`src/rtl/song_sequencer_pkg.sv`:
```
// song_sequencer_pkg
// Shared definitions for the song sequencer: sequencer states, special note
// codes, rom_data field positions, the duration counter width, and helpers
// that turn a raw note code into what the buzzer and the LEDs should see.
// rom_data layout: {note[3:0], octave[1:0], dur[3:0]}.

package song_sequencer_pkg;

    typedef enum logic [2:0] {
        S_IDLE,
        S_FETCH,
        S_LOAD,
        S_PLAY,
        S_GAP
    } state_t;

    localparam logic [3:0] NOTE_REST = 4'h0;
    localparam logic [3:0] NOTE_END  = 4'hF;

    localparam int NOTE_MSB = 9;
    localparam int NOTE_LSB = 6;
    localparam int OCT_MSB  = 5;
    localparam int OCT_LSB  = 4;
    localparam int DUR_MSB  = 3;
    localparam int DUR_LSB  = 0;

    // dur (4 bits) times BEAT_MS is held without truncation
    localparam int MS_CNT_W = 16;

    // Only do..si (1..7) reach the buzzer; rests and codes 8..14 are silence
    function automatic logic [3:0] audibleNote(input logic [3:0] code);
        return (code >= 4'd1 && code <= 4'd7) ? code : NOTE_REST;
    endfunction

    // One-hot LED pattern, bit (note-1) for a sounding note
    function automatic logic [6:0] noteToLed(input logic [3:0] code);
        logic [6:0] led;
        led = '0;
        if (code >= 4'd1 && code <= 4'd7) begin
            led[code[2:0] - 3'd1] = 1'b1;
        end
        return led;
    endfunction

endpackage

```
`src/rtl/song_sequencer_ms_tick.sv`:
```
// song_sequencer_ms_tick
// Millisecond prescaler: divides clk by CLK_HZ/1000 and emits a one-cycle
// tick at the end of every millisecond. A synchronous clear restarts the
// millisecond so that the first tick comes a full millisecond later.
// Ports:
//   clk    in  system clock
//   reset  in  synchronous, active-high reset
//   clr_i  in  restart the current millisecond
//   tick_o out one-cycle pulse in the last cycle of each millisecond

module song_sequencer_ms_tick #(
    parameter int CLK_HZ = 100_000_000
) (
    input  logic clk,
    input  logic reset,
    input  logic clr_i,
    output logic tick_o
);

    localparam int DIV   = CLK_HZ / 1000;
    localparam int CNT_W = (DIV > 1) ? $clog2(DIV) : 1;
    localparam logic [CNT_W-1:0] LAST = CNT_W'(DIV - 1);

    logic [CNT_W-1:0] count_q, count_d;

    always_comb begin
        count_d = count_q + 1'b1;
        if (clr_i || count_q == LAST) begin
            count_d = '0;
        end
    end

    always_ff @(posedge clk) begin
        if (reset) begin
            count_q <= '0;
        end else begin
            count_q <= count_d;
        end
    end

    assign tick_o = (count_q == LAST);

endmodule

```
`src/rtl/song_sequencer.sv`:
```
// song_sequencer
// Auto-play scheduler for the buzzer path. Walks the song ROM one note at a
// time (FETCH, LOAD), sounds each note for dur*BEAT_MS ms (PLAY), then keeps a
// silent gap of GAP_MS ms (GAP). Also selects the song with next/prev pulses.
// A play pulse sampled at edge k starts FETCH at edge k+1, so the first note
// is heard from edge k+3.
// Optional build macro: LOOP_EN -- when defined, the end of a song restarts it
// from note 0 instead of returning to IDLE.
// Ports:
//   clk, reset            clock, synchronous active-high reset
//   enable                auto mode active
//   play                  one-cycle pulse, start the selected song
//   song_next, song_prev  one-cycle pulses, select next/previous song
//   rom_addr              {song_idx, note_ptr}
//   rom_data              {note, octave, dur}, valid one cycle after rom_addr
//   note_out, octave_out  to the buzzer (note 0 = silence)
//   led_out               one-hot LED for the sounding note
//   num                   song_idx+1 for the 7-segment display
//   busy                  high whenever not IDLE

module song_sequencer
    import song_sequencer_pkg::*;
#(
    parameter int CLK_HZ    = 100_000_000,
    parameter int BEAT_MS   = 125,
    parameter int GAP_MS    = 20,
    parameter int NUM_SONGS = 3,
    parameter int ADDR_W    = 6
) (
    input  logic              clk,
    input  logic              reset,
    input  logic              enable,
    input  logic              play,
    input  logic              song_next,
    input  logic              song_prev,
    output logic [ADDR_W+1:0] rom_addr,
    input  logic [9:0]        rom_data,
    output logic [3:0]        note_out,
    output logic [1:0]        octave_out,
    output logic [6:0]        led_out,
    output logic [3:0]        num,
    output logic              busy
);

`ifdef LOOP_EN
    localparam bit LOOP = 1'b1;
`else
    localparam bit LOOP = 1'b0;
`endif

    localparam logic [1:0]          LAST_SONG  = 2'(NUM_SONGS - 1);
    localparam logic [MS_CNT_W-1:0] GAP_TARGET = MS_CNT_W'(GAP_MS);

    state_t                state_q, state_d;
    logic [1:0]            songIdx_q, songIdx_d;
    logic [ADDR_W-1:0]     notePtr_q, notePtr_d;
    logic                  startPending_q, startPending_d;
    logic [MS_CNT_W-1:0]   durTarget_q, durTarget_d;
    logic [MS_CNT_W-1:0]   msCnt_q, msCnt_d;
    logic [3:0]            noteOut_q, noteOut_d;
    logic [1:0]            octOut_q, octOut_d;
    logic [6:0]            led_q, led_d;
    logic                  msTick, msClear;
    logic                  songChange;
    logic [3:0]            romNote;
    logic [1:0]            romOct;
    logic [3:0]            romDur, durEff;

    assign romNote    = rom_data[NOTE_MSB:NOTE_LSB];
    assign romOct     = rom_data[OCT_MSB:OCT_LSB];
    assign romDur     = rom_data[DUR_MSB:DUR_LSB];
    assign durEff     = (romDur == 4'd0) ? 4'd1 : romDur;
    // Simultaneous next and prev cancel each other
    assign songChange = song_next ^ song_prev;

    song_sequencer_ms_tick #(
        .CLK_HZ(CLK_HZ)
    ) u_msTick (
        .clk   (clk),
        .reset (reset),
        .clr_i (msClear),
        .tick_o(msTick)
    );

    always_comb begin
        state_d        = state_q;
        songIdx_d      = songIdx_q;
        notePtr_d      = notePtr_q;
        startPending_d = 1'b0;
        durTarget_d    = durTarget_q;
        noteOut_d      = noteOut_q;
        octOut_d       = octOut_q;
        led_d          = led_q;
        msCnt_d        = msCnt_q;

        if (!enable) begin
            state_d   = S_IDLE;
            notePtr_d = '0;
        end else if (songChange) begin
            // A song change always aborts and drops any pending play
            if (song_next) begin
                songIdx_d = (songIdx_q == LAST_SONG) ? 2'd0 : songIdx_q + 2'd1;
            end else begin
                songIdx_d = (songIdx_q == 2'd0) ? LAST_SONG : songIdx_q - 2'd1;
            end
            state_d   = S_IDLE;
            notePtr_d = '0;
        end else begin
            unique case (state_q)
                S_IDLE: begin
                    notePtr_d = '0;
                    if (startPending_q) begin
                        state_d = S_FETCH;
                    end else if (play) begin
                        startPending_d = 1'b1;
                    end
                end
                S_FETCH: begin
                    state_d = S_LOAD;
                end
                S_LOAD: begin
                    if (romNote == NOTE_END) begin
                        state_d   = LOOP ? S_FETCH : S_IDLE;
                        notePtr_d = '0;
                    end else begin
                        state_d     = S_PLAY;
                        durTarget_d = MS_CNT_W'(durEff) * MS_CNT_W'(BEAT_MS);
                        noteOut_d   = audibleNote(romNote);
                        octOut_d    = romOct;
                        led_d       = noteToLed(romNote);
                    end
                end
                S_PLAY: begin
                    if (msTick && (msCnt_q + 1'b1) == durTarget_q) begin
                        state_d   = S_GAP;
                        noteOut_d = NOTE_REST;
                        led_d     = '0;
                    end
                end
                S_GAP: begin
                    if (msTick && (msCnt_q + 1'b1) == GAP_TARGET) begin
                        if (&notePtr_q) begin
                            // Last address of the song finished: implicit end
                            state_d   = LOOP ? S_FETCH : S_IDLE;
                            notePtr_d = '0;
                        end else begin
                            state_d   = S_FETCH;
                            notePtr_d = notePtr_q + 1'b1;
                        end
                    end
                end
                default: begin
                    state_d = S_IDLE;
                end
            endcase
        end

        if (state_d == S_IDLE) begin
            noteOut_d = NOTE_REST;
            octOut_d  = '0;
            led_d     = '0;
        end

        // Both the prescaler and the ms count restart on entry to PLAY or GAP
        msClear = (state_d == S_PLAY && state_q != S_PLAY) ||
                  (state_d == S_GAP  && state_q != S_GAP);
        if (msClear) begin
            msCnt_d = '0;
        end else if (msTick && (state_q == S_PLAY || state_q == S_GAP)) begin
            msCnt_d = msCnt_q + 1'b1;
        end
    end

    // Outputs are registered from next-state values so they change on the
    // same edge as the state itself
    always_ff @(posedge clk) begin
        if (reset) begin
            state_q        <= S_IDLE;
            songIdx_q      <= 2'd0;
            notePtr_q      <= '0;
            startPending_q <= 1'b0;
            durTarget_q    <= '0;
            msCnt_q        <= '0;
            noteOut_q      <= '0;
            octOut_q       <= '0;
            led_q          <= '0;
            rom_addr       <= '0;
            num            <= 4'd1;
            busy           <= 1'b0;
        end else begin
            state_q        <= state_d;
            songIdx_q      <= songIdx_d;
            notePtr_q      <= notePtr_d;
            startPending_q <= startPending_d;
            durTarget_q    <= durTarget_d;
            msCnt_q        <= msCnt_d;
            noteOut_q      <= noteOut_d;
            octOut_q       <= octOut_d;
            led_q          <= led_d;
            rom_addr       <= {songIdx_d, notePtr_d};
            num            <= {2'b00, songIdx_d} + 4'd1;
            busy           <= (state_d != S_IDLE);
        end
    end

    assign note_out   = noteOut_q;
    assign octave_out = octOut_q;
    assign led_out    = led_q;

endmodule

```
`config.mk`:
```
export PLATFORM = sky130hd
export DESIGN_NAME = song_sequencer
export DESIGN_NICKNAME = d
export VERILOG_FILES = /design/src/rtl/song_sequencer_pkg.sv /design/src/rtl/song_sequencer_ms_tick.sv /design/src/rtl/song_sequencer.sv
export SDC_FILE = /design/constraint.sdc
export NUM_CORES = 1
export LEC_CHECK = 0
export ABC_AREA = 0
export BUFFER_PORTS_ARGS = -buffer_cell sky130_fd_sc_hd__buf_2
export CAP_MARGIN = 40
export CORE_AREA = 2 2 101 103
export CTS_BUF_LIST = sky130_fd_sc_hd__clkbuf_4 sky130_fd_sc_hd__clkbuf_8
export DETAILED_ROUTE_END_ITERATION = 10
export DIE_AREA = 0 0 103 105
export GPL_ROUTABILITY_DRIVEN = 0
export HOLD_SLACK_MARGIN = 0.02
export PLACE_DENSITY = 0.72
export SLEW_MARGIN = 10
export SYNTH_ARGS = -nofsm -noshare
export SYNTH_HDL_FRONTEND = slang
export SYNTH_SLANG_ARGS = --single-unit
```
`constraint.sdc`:
```
create_clock -name clk -period 2.95 [get_ports clk]
set_input_delay 0 -clock clk [delete_from_list [all_inputs] [get_ports clk]]
set_output_delay 0 -clock clk [all_outputs]
set_load 0.02 [all_outputs]
```
==> flow_metrics.env <==
export IMPL_path_delay_family="simple AND/OR/NAND/NOR gates"
export IMPL_fin_nets=658
export IMPL_period_needed_ns=2.82
export IMPL_max_stage_delay_ns=0.49
export IMPL_cts_tree="built"
export IMPL_critPathSlowestCell="dfxtp_1"
export IMPL_routedWlPerCell_um=13.8
export IMPL_slew_viol_final=0
export IMPL_cpMostUsedCell="buf_4"
export IMPL_overflow=0
export IMPL_yosysSeqAreaShare_pct=32.5
export IMPL_tightest_slew_ns=0.562
export IMPL_h_tree_depth=3
export IMPL_path_buf_inv=3
export IMPL_grt_pass1_vias=3964
export IMPL_max_cap_violations=0
export IMPL_crit_type="register to register"
export IMPL_hp_class="primary input to register"
export IMPL_period_share_pct=95.6
export IMPL_antenna_found_initial=0
export IMPL_grt_pass1_wl_mm=17.7
export IMPL_drt_wl_total_mm=10.3
export IMPL_synth_fp_nets=595
export IMPL_fin_skew_ns=0.0126
export IMPL_die_w_um=103
export IMPL_status="completed"
export IMPL_die_h_um=105
export IMPL_relSlewSlack_pct=62.4
export IMPL_clock_latency_ns=0.36
export IMPL_ys_types=66
export IMPL_max_freq_mhz=355
export IMPL_ys_ff_latch=73
export IMPL_crit_cells=10
export IMPL_initial_utilization_pct=46.7
export IMPL_busiest_layer="met2"
export IMPL_cts_buffers=9
export IMPL_via_count=4020
export IMPL_n_antenna_cell=0
export IMPL_dieArea_mm2=0.0108
export IMPL_crit_arrival_ns=3.08
export IMPL_tns_ns=0
export IMPL_min_delay_path_depth=4
export IMPL_ant_nets=0
export IMPL_via_per_inst=5.38
export IMPL_grt_usage_pct=20.1
export IMPL_ys_warn_count=0
export IMPL_met3_usage_pct=6.22
export IMPL_drt_iter0_markers=214
export IMPL_postSynthAreaPerCell_um2=8.23
export IMPL_synth_ff_type="dfxtp_1"
export IMPL_met2_usage_pct=33.4
export IMPL_post_cts_buffers=0
export IMPL_grt_max_degree=19
export IMPL_placed_area_mm2=0.00497
export IMPL_num_rows=36
export IMPL_grtUsageMet1_pct=24.7
export IMPL_port_buffers=40
export IMPL_cts_buffer_depth=2
export IMPL_ir_drop_uv=300
export IMPL_hold_viol=0
export IMPL_place_ws_ns=0.0271
export IMPL_p_leak_nw=2.09
export IMPL_async_flop_share_pct=0
export IMPL_finalSetupViolations=0
export IMPL_ioPinCount=42
export IMPL_start_kind="register"
export IMPL_syn_to_final_growth_pct=18.8
export IMPL_drc=0
export IMPL_synth_cells=547
export IMPL_required_ns=3.21
export IMPL_synth_area_mm2=0.00450
export IMPL_core_mm2=0.00964
export IMPL_crit_fanout=7
export IMPL_root_buffer="clkbuf_8"
export IMPL_post_dp_hpwl_mm=7.35
export IMPL_power_density_mw_per_mm2=393
export IMPL_finalInstanceArea_mm2=0.00535
export IMPL_endpoint_kind="register"
export IMPL_finalWorstSetupSlack_ns=0.130
export IMPL_drive_above_1_share_pct=20.4
export IMPL_ff2ff_path_depth=10
export IMPL_cts_sinks=73
export IMPL_firstDrtPassIters=4
export IMPL_synth_edf_count=0
export IMPL_clk_pin_slew_worst_paths_ns=0.08
export IMPL_crit_chain="inv_1 -> or3_1 -> o211ai_1 -> o2111ai_2 -> nor4_4 -> buf_4 -> a31oi_1 -> o31ai_4 -> buf_4 -> nor2_1"
[tightest hold or removal path, delay by kind of cell]
kind / cells / cell delay, ns
AO/OA/AOI/OAI: 1 / 0.06
buffers and inverters: 1 / 0.12
AND/OR/NAND/NOR: 2 / 0.21
[layer usage]
layer | vias up | wire length, um
li1 | 2012 | -
met1 | 1909 | 4570
met2 | 81 | 5210
met3 | 18 | 398
met4 | 0 | 160
met5 | - | 0
[state kept, by name (all words and copies together), names as in the netlist]
| signal | cells |
|---|---|
| busy | 1 |
| durTarget_q | 11 |
| led_out | 7 |
| msCnt_q | 16 |
| note_out | 4 |
| num | 3 |
| octave_out | 2 |
| rom_addr | 8 |
| startPending_q | 1 |
| state_q | 3 |
| u_msTick.count_q | 17 |
[per-stage QoR]
stage	hold WS, ns	cells	power (W)	utilization, %
after floorplan	0.126	547	0.00122	-
after global placement	0.245	723	0.00129	51.5
after detailed placement	0.251	723	0.00130	51.5
after CTS	0.0586	746	0.00210	54.4
after global routing	0.0895	747	0.00222	55.5
final	0.0788	747	0.00210	55.5
[logic make-up (layout without fill, tap and decap cells)]
| logic type | Yosys count | count (layout) | share of synthesized area [%] |
|---|---|---|---|
| AOI/OAI and AO/OA | 96 | 96 | 14.7 |
| xor gates and xnor gates | 53 | 53 | 10.3 |
| adders and majority gates | 32 | 32 | 10.1 |
| buffers and inverters | 62 | 129 | 6.00 |
| DFF | 73 | 73 | 32.5 |
| muxes | 3 | 3 | 0.667 |
| other | 1 | 1 | 0.0833 |
| and+or+nand+nor | 227 | 227 | 25.7 |
[report_power, final]
group / total [W] / leakage, nW / switching, W / internal [W]
Clock: 0.000787 / 0.0981 / 0.000380 / 0.000407
Sequential: 0.00100 / 0.591 / 0.00000698 / 0.000994
Combinational: 0.000316 / 1.40 / 0.000172 / 0.000144
Total: 0.00210 / 2.09 / 0.000559 / 0.00154
[cell type report]
cell class | count | area [um^2]
fill | 921 | 4290
multi-input combinational | 412 | 2860
sequential | 73 | 1470
timing repair buffer | 82 | 542
tap | 133 | 166
clock buffer | 10 | 138
inverter | 32 | 120
clock inverter | 5 | 56.3
[synthesized netlist by cell type, types with 3 or more instances]
cell       count  area [um^2]
inv_1         32          120
nand4b_1       4         35.0
xnor2_1       33          289
ha_1          25          313
nor2_1        68          255
or4_1          3         22.5
o2111ai_1      3         26.3
mux2i_1        3         30.0
a21oi_1       32          160
nand2b_1       3         18.8
or3_1          4         25.0
and4_1         6         52.6
a211oi_1       8         60.1
a32oi_1        3         26.3
nor3b_1        3         22.5
o21ai_0       15         75.1
dfxtp_1       73         1460
clkbuf_1      15         56.3
nand4_1        8         50.1
and2_1         6         37.5
a21o_1         3         22.5
nand3b_1       5         37.5
nor2b_1        7         43.8
nand3_1       22          110
xor2_1        20          175
nor3_1        18         90.1
buf_4          3         22.5
o211ai_1       5         37.5
buf_2          9         45.0
nand2_1       51          191
a31oi_1        5         31.3
and3_1         7         43.8
fa_1           7          140
[cell usage in the layout, fill, tap and decap left out, drive strengths merged, types with 9 or more instances in the layout]
cell type	count
buf	74
o21ai	15
nor2	68
a21oi	33
nand3	22
xor2	20
nand4	9
ha	25
clkbuf	10
nand2	51
dfxtp	73
inv	32
xnor2	33
nor3	18
[final timing paths]
path / end / from / slack, ns
setup / recovery: note_out[1]$_SDFFE_PP0P_ / msCnt_q[4]$_SDFFE_PP0P_ / 0.13
hold / removal: led_out[6]$_SDFFE_PP0P_ / rom_data[6] / 0.08
setup reg to reg: note_out[1]$_SDFFE_PP0P_ / msCnt_q[4]$_SDFFE_PP0P_ / 0.13
hold reg to reg: note_out[3]$_SDFFE_PP0P_ / note_out[3]$_SDFFE_PP0P_ / 0.43
[repair_timing]
action,in CTS,in global routing
resized for setup,1,29
hold buffers,8,0
gates cloned,0,1
setup endpoints to repair,5,36
endpoints found under the hold margin,14,0
pin swaps,0,3
No activity file was read; power rests on OpenSTA's default activity.
